`config.mk`:
```
export PLATFORM = sky130hd
export DESIGN_NAME = breath_ctrl_flat
export DESIGN_NICKNAME = d
export VERILOG_FILES = /design/src/rtl/breath_ctrl_if.sv /design/src/rtl/breath_ctrl.sv /design/src/flat_wrapper.sv
export SDC_FILE = /design/constraint.sdc
export NUM_CORES = 1
export LEC_CHECK = 0
export CAP_MARGIN = 20
export CORE_ASPECT_RATIO = 1.25
export CORE_MARGIN = 3
export CORE_UTILIZATION = 30
export CTS_CLUSTER_DIAMETER = 120
export DETAILED_ROUTE_END_ITERATION = 8
export PLACE_DENSITY = 0.51
export SLEW_MARGIN = 10
export SYNTH_ARGS = -nofsm -noshare
export SYNTH_HDL_FRONTEND = slang
export SYNTH_SLANG_ARGS = --single-unit
```
`constraint.sdc`:
```
create_clock -name clk -period 2.55 [get_ports clk]
set_clock_uncertainty 0.1 [all_clocks]
set_input_delay 0.255 -clock clk [delete_from_list [all_inputs] [get_ports clk]]
set_output_delay 0.255 -clock clk [all_outputs]
set_load 0.01 [all_outputs]
```
`src/rtl/breath_ctrl_if.sv`:
```
// Control and duty/period bus between the breathing controller and its user.
interface breath_ctrl_if;
    logic        en;
    logic        mode;
    logic        trig;
    logic [7:0]  duty;
    logic [31:0] period;
    logic        busy;
    logic        cycle_done;

    modport master (
        output en, mode, trig,
        input  duty, period, busy, cycle_done
    );

    modport slave (
        input  en, mode, trig,
        output duty, period, busy, cycle_done
    );
endinterface

```
`src/rtl/breath_ctrl.sv`:
```
// LED breathing controller: ramps a duty word up/hold/down/hold on a prescaled tick.
// Optional GAMMA_EN macro squares the linear level before it reaches the duty output.
module breath_ctrl #(
    parameter int unsigned PERIOD      = 255,
    parameter int unsigned STEP_CYCLES = 50000,
    parameter int unsigned STEP        = 1,
    parameter int unsigned DUTY_MIN    = 0,
    parameter int unsigned DUTY_MAX    = 255,
    parameter int unsigned HOLD_STEPS  = 16
) (
    input logic          clk,
    input logic          rst,
    breath_ctrl_if.slave bus
);
    localparam int unsigned PW = (STEP_CYCLES > 1) ? $clog2(STEP_CYCLES) : 1;
    localparam int unsigned HW = (HOLD_STEPS > 1) ? $clog2(HOLD_STEPS) : 1;

    localparam logic [PW-1:0] PRE_LAST  = PW'(STEP_CYCLES - 1);
    localparam logic [PW-1:0] PRE_ONE   = PW'(1);
    localparam logic [HW-1:0] HOLD_LAST = HW'((HOLD_STEPS == 0) ? 0 : HOLD_STEPS - 1);
    localparam logic [HW-1:0] HOLD_ONE  = HW'(1);
    localparam logic [7:0]    LIN_MIN   = 8'(DUTY_MIN);
    localparam logic [7:0]    LIN_MAX   = 8'(DUTY_MAX);
    localparam logic [7:0]    STEP8     = 8'(STEP);
    localparam logic [8:0]    STEP9     = 9'(STEP);
    localparam logic [8:0]    MAX9      = 9'(DUTY_MAX);
    localparam logic [8:0]    FLOOR9    = 9'(DUTY_MIN + STEP);
    localparam bit            NO_HOLD   = (HOLD_STEPS == 0);

    typedef enum logic [2:0] {
        S_IDLE,
        S_RISE,
        S_HOLD_HI,
        S_FALL,
        S_HOLD_LO
    } state_t;

    state_t          state;
    logic [7:0]      lin;
    logic [PW-1:0]   prescaler;
    logic [HW-1:0]   hold_cnt;

    logic            tick;
    logic [8:0]      rise_sum;
    logic            rise_top;
    logic            fall_bot;
    logic            hold_end;
    logic            breath_end;

    // Level-to-duty mapping; the squared curve looks linear to the eye.
    function automatic logic [7:0] map_lin(input logic [7:0] x);
`ifdef GAMMA_EN
        logic [15:0] sq;
        sq = 16'(x) * 16'(x) + 16'd255;
        return sq[15:8];
`else
        return x;
`endif
    endfunction

    assign tick     = (prescaler == PRE_LAST);
    assign rise_sum = {1'b0, lin} + STEP9;
    assign rise_top = (rise_sum >= MAX9);
    assign fall_bot = ({1'b0, lin} <= FLOOR9);
    assign hold_end = (hold_cnt == HOLD_LAST);

    // Last tick of a breath: bottom of FALL without hold, or end of the low hold.
    assign breath_end = tick &&
                        (((state == S_FALL) && fall_bot && NO_HOLD) ||
                         ((state == S_HOLD_LO) && hold_end));

    always_ff @(posedge clk) begin
        if (rst) begin
            state      <= S_IDLE;
            lin        <= LIN_MIN;
            prescaler  <= '0;
            hold_cnt   <= '0;
            bus.duty       <= map_lin(LIN_MIN);
            bus.period     <= 32'(PERIOD);
            bus.busy       <= 1'b0;
            bus.cycle_done <= 1'b0;
        end else begin
            bus.duty       <= map_lin(lin);
            bus.period     <= 32'(PERIOD);
            bus.cycle_done <= 1'b0;

            if (!bus.en) begin
                // Disable wins over everything, including a pending tick.
                state     <= S_IDLE;
                lin       <= LIN_MIN;
                prescaler <= '0;
                hold_cnt  <= '0;
                bus.busy  <= 1'b0;
            end else begin
                if (state != S_IDLE) begin
                    prescaler <= tick ? '0 : prescaler + PRE_ONE;
                end

                case (state)
                    S_IDLE: begin
                        lin <= LIN_MIN;
                        if (!bus.mode || bus.trig) begin
                            state     <= S_RISE;
                            prescaler <= '0;
                            bus.busy  <= 1'b1;
                        end
                    end

                    S_RISE: begin
                        if (tick) begin
                            if (rise_top) begin
                                lin   <= LIN_MAX;
                                state <= NO_HOLD ? S_FALL : S_HOLD_HI;
                            end else begin
                                lin <= rise_sum[7:0];
                            end
                        end
                    end

                    S_HOLD_HI: begin
                        if (tick) begin
                            if (hold_end) begin
                                hold_cnt <= '0;
                                state    <= S_FALL;
                            end else begin
                                hold_cnt <= hold_cnt + HOLD_ONE;
                            end
                        end
                    end

                    S_FALL: begin
                        if (tick) begin
                            if (fall_bot) begin
                                lin <= LIN_MIN;
                                if (!NO_HOLD) begin
                                    state <= S_HOLD_LO;
                                end
                            end else begin
                                lin <= lin - STEP8;
                            end
                        end
                    end

                    S_HOLD_LO: begin
                        if (tick) begin
                            if (hold_end) begin
                                hold_cnt <= '0;
                            end else begin
                                hold_cnt <= hold_cnt + HOLD_ONE;
                            end
                        end
                    end

                    default: begin
                        state    <= S_IDLE;
                        lin      <= LIN_MIN;
                        bus.busy <= 1'b0;
                    end
                endcase

                // Mode is re-sampled here so a mid-breath change lands at the boundary.
                if (breath_end) begin
                    bus.cycle_done <= 1'b1;
                    if (bus.mode) begin
                        state    <= S_IDLE;
                        bus.busy <= 1'b0;
                    end else begin
                        state    <= S_RISE;
                    end
                end
            end
        end
    end
endmodule

```
`src/flat_wrapper.sv`:
```
// flat-port wrapper written by rule: the top's interface ports become plain ports
module breath_ctrl_flat 
#(
    parameter int unsigned PERIOD      = 255,
    parameter int unsigned STEP_CYCLES = 50000,
    parameter int unsigned STEP        = 1,
    parameter int unsigned DUTY_MIN    = 0,
    parameter int unsigned DUTY_MAX    = 255,
    parameter int unsigned HOLD_STEPS  = 16
)
  (clk, rst, bus_en, bus_mode, bus_trig, bus_duty, bus_period, bus_busy, bus_cycle_done);
  breath_ctrl_if bus_i ();
  input logic clk;
  input logic rst;
  input wire logic [$bits(bus_i.en)-1:0] bus_en;
  input wire logic [$bits(bus_i.mode)-1:0] bus_mode;
  input wire logic [$bits(bus_i.trig)-1:0] bus_trig;
  output wire logic [$bits(bus_i.duty)-1:0] bus_duty;
  output wire logic [$bits(bus_i.period)-1:0] bus_period;
  output wire logic [$bits(bus_i.busy)-1:0] bus_busy;
  output wire logic [$bits(bus_i.cycle_done)-1:0] bus_cycle_done;
  assign bus_i.en = bus_en;
  assign bus_i.mode = bus_mode;
  assign bus_i.trig = bus_trig;
  assign bus_duty = bus_i.duty;
  assign bus_period = bus_i.period;
  assign bus_busy = bus_i.busy;
  assign bus_cycle_done = bus_i.cycle_done;
  breath_ctrl #(.PERIOD(PERIOD), .STEP_CYCLES(STEP_CYCLES), .STEP(STEP), .DUTY_MIN(DUTY_MIN), .DUTY_MAX(DUTY_MAX), .HOLD_STEPS(HOLD_STEPS)) u_core (.clk(clk), .rst(rst), .bus(bus_i));
endmodule
```
==> summary.txt, run 1 <==
Run status
  • Status: finished, final reports clean

Timing
  • Setup TNS Final: 0 ns
  • Slew Viols, Final: 0
  • Final Cycle Share: 92.43%
  • Least-Margin Pin Slew: 0.7426 ns
  • Max_slew headroom: 50.11%
  • F_max: 424.3 MHz
  • Final setup fails: 0
  • RSZ-0062 raised after global routing: false
  • Final hold vios: 0
  • Final Critical Period: 2.357 ns

Floorplanning
  • Initial core utilization: 31.29%
  • Die width: 89.39 um
  • Core box area: 0.008333 mm^2
  • Site Rows: 37
  • Die span in y: 110.2 um
  • IO Count: 47
  • Die area: 0.009853 mm^2

Detailed routing
  • Post-route antenna net violation count: 0
  • DR WL met2: 2938 um
  • Residual DRC: 0
  • DR pass1 iterations: 5
  • Top layer in use: met4
  • Met3 wire length: 247 um
  • WL/cell: 13.72 um
  • DR vias: 2259
  • Via density: 5.158
  • Drt initial violations: 150
  • Metal-1 WL: 2724 um
  • Drt total wl: 6009 um

Power
  • Clock network power share: 41.3%
  • Combinational share of power: 15.4%
  • NetSw: 412.2 uW
  • Int Pwr: 1123 uW
  • Leakage: 0.001122 uW
  • Switching Share: 26.85%
  • Max VDD drop: 235.8 uV
  • Power Dens Cells: 529.4 mW/mm^2
  • Seq pwr share: 43.2%

Hold path
  • Worst Hold Class: reg2reg
  • Hold Crit Endpoint: u_core.prescaler[15]
  • Hold Path Cell Cnt: 1
  • Worst Hold Launch: u_core.prescaler[15]

CTS
  • Clk slew on worst S/H paths: 0.09 ns
  • Clock Latency Late Sink: 0.30 ns
  • CTS tree: done
  • Clock Tree Root: clkbuf_8
  • CTS Sinks: 41
  • H-tree levels: 2
  • Max Root-Sink Buffers: 2
  • CTS Buf Count: 5

Layout
  • Share of cells above drive strength 1: 12.61%
  • Final instance area: 0.002900 mm^2
  • NumNets Final: 351
  • Area Overhead vs Synth: 11.23%
  • Diodes inserted: 0

Worst setup path
  • Crit Path Max Fanout: 7
  • Arrival @ worst endpoint: 2.45 ns
  • CP Launch Type: flop
  • R2r startpoint: u_core.lin[1]
  • Worst-case reg-to-reg path depth: 8
  • Crit path required time: 2.64 ns
  • Crit. End Element: flop
  • Critical path, cell by cell: inv_1 > ha_1 > a21oi_1 > a2111oi_0 > buf_4 > o21ai_1 > nand2_1 > o221a_2
  • Slowest stage delay, CP: 0.48 ns
  • Worst r2r dst: u_core.lin[6]
  • CP Class: reg2reg
  • R2r setup slk: 0.19 ns
  • Critical path's slowest cell: dfxtp_1

Synth
  • Register area share after synthesis: 31.48%
  • Post-synth ARST share: 0%
  • Syn_area_per_cell: 7.974 um^2
  • Main flop type after synthesis: dfxtp_1
  • Post-Syn Area: 0.002608 mm^2
  • Number of unique standard cell types used by synthesis: 61
  • Cells after synthesis: 327
  • Yosys warns: 0
  • #FFs+latches synth: 41
  • Number of enable flip-flop cells after synthesis: 0

Place
  • Global placement routability congestion: 0.8365
  • Port Buffers: 14
  • HPWL after DPL: 4370 um
  • Placed cell areas: 0.002764 mm^2

Global routing
  • Largest net degree at the start of global routing: 15
  • Initial antenna violation count: 0
  • Vias in the first global route: 2102
  • First-pass GRT wire length: 9867 um
  • GRT Total Usage: 12.80%
  • GRT overflow: 0

Run
  • Max-Cap Viols: 0
==> area by class of cell <==
| cell class | instances | area [um^2] |
|---|---|---|
| multi-input combinational | 254 | 1526 |
| fill | 911 | 5433 |
| clock inverter | 3 | 65.06 |
| inverter | 6 | 22.52 |
| timing repair buffer | 32 | 275.3 |
| clock buffer | 5 | 68.82 |
| tap | 97 | 121.4 |
| sequential | 41 | 820.8 |
==> stage by stage <==
step	instances	total power, uW	hold WS, ns	worst slack [ns]	util [%]
6_report	438	1536	0.3820	0.1931	34.80
5_1_grt	438	1606	0.4028	0.003767	34.80
4_1_cts	438	1556	0.3925	0.2096	34.77
3_5_place_dp	430	914.1	0.3771	0.2251	33.17
3_3_place_gp	430	912.8	0.3712	0.2396	33.17
2_1_floorplan	357	882.3	0.2426	0.3505	-
==> layer usage <==
metal  global-route usage (%)  vias to the layer above
met5                        0                        -
met4                    3.830                        0
met3                    2.305                       11
met2                    22.39                       54
met1                    15.80                     1043
li1                         -                     1151
==> placed cells by master (no fill, tap or decap), types with 4 or more instances in the layout <==
cell type	count
nor4_1	4
inv_1	6
a311oi_1	5
nor3_1	9
conb_1	32
a21oi_1	25
o21ai_0	16
nor3b_1	4
clkbuf_8	5
nor2_1	31
clkdlybuf4s50_1	14
ha_1	6
o221a_2	6
nand3_1	14
dfxtp_1	41
nand2_1	22
nor2b_1	7
buf_4	18
a31oi_1	4
and3_1	4
==> worst max path at each step <==
stage,cells past startpoint,end,start,slack [ns]
after global routing,8,u_core.lin[0],u_core.lin[1],0.004
final,8,u_core.lin[6],u_core.lin[1],0.19
after CTS,7,u_core.prescaler[15],u_core.prescaler[0],0.21
after floorplan,8,u_core.state[0],u_core.lin[0],0.35
after detailed placement,8,u_core.lin[6],u_core.lin[0],0.23
after global placement,8,u_core.state[0],u_core.lin[1],0.24
==> flip-flops by register name, summed over array words and instances (netlist names) <==
name / count
u_core.prescaler: 16
u_core.bus.duty: 8
u_core.lin: 8
u_core.hold_cnt: 4
u_core.state: 3
u_core.bus.busy: 1
u_core.bus.cycle_done: 1
==> power by group through the flow <==
stage | Sequential [uW] | Combinational (uW) | Clock (uW)
final | 664 | 237 | 635
after global routing | 666 | 264 | 675
after CTS | 664 | 236 | 656
after detailed placement | 679 | 235 | 0
after global placement | 678 | 234 | 0
after floorplan | 673 | 209 | 0
==> synthesized netlist by cell type (3+ instances only) <==
cell type / n / share of area (%)
a211oi_1: 3 / 0.86
a21oi_1: 25 / 4.8
a22oi_1: 3 / 0.86
a311oi_1: 5 / 1.7
a31oi_1: 4 / 0.96
and3_1: 4 / 0.96
and4_1: 3 / 1.0
buf_2: 4 / 0.77
buf_4: 34 / 9.8
clkbuf_1: 15 / 2.2
dfxtp_1: 41 / 31
ha_1: 6 / 2.9
inv_1: 6 / 0.86
nand2_1: 22 / 3.2
nand3_1: 14 / 2.7
nand3b_1: 3 / 0.86
nand4_1: 3 / 0.72
nor2_1: 32 / 4.6
nor2b_1: 7 / 1.7
nor3_1: 9 / 1.7
nor3b_1: 4 / 1.2
nor4_1: 4 / 0.96
o21a_1: 3 / 0.86
o21ai_0: 16 / 3.1
o221a_2: 6 / 2.6
o22ai_1: 3 / 0.72
o311ai_0: 3 / 1.0
or2_2: 3 / 0.72
==> worst max-delay path: cells and delay by family (launching register included) <==
family          cells  cell delay, ns
buf+inv             2            0.29
compound gates      4            0.84
simple gates        1            0.22
fa+ha+maj           1            0.33
flops               1            0.48
==> repair_timing <==
action | in CTS | in global routing
gates resized for setup | 0 | 1
hold buffers | 0 | 0
setup buffers | 0 | 0
setup endpoints to repair | 0 | 1
==> kinds of logic after synthesis <==
group,after synthesis,share of synthesized area [%]
xor gates and xnor gates,3,1.008
muxes,1,0.3839
AOI/OAI and AO/OA,88,23.51
adders and majority gates,7,3.263
buffers and inverters,62,14.40
other,2,0.2880
DFF,41,31.48
and+or+nand+nor,123,25.67
(Power assumes the default switching activity.)
==> run 2, diff against run 1 <==
- HOLD_SLACK_MARGIN: not set -> 0.03
- SLEW_MARGIN: 10 -> not set
==> results of run 2 <==
The final DEF is identical to that of run 1; final timing and power are the same.
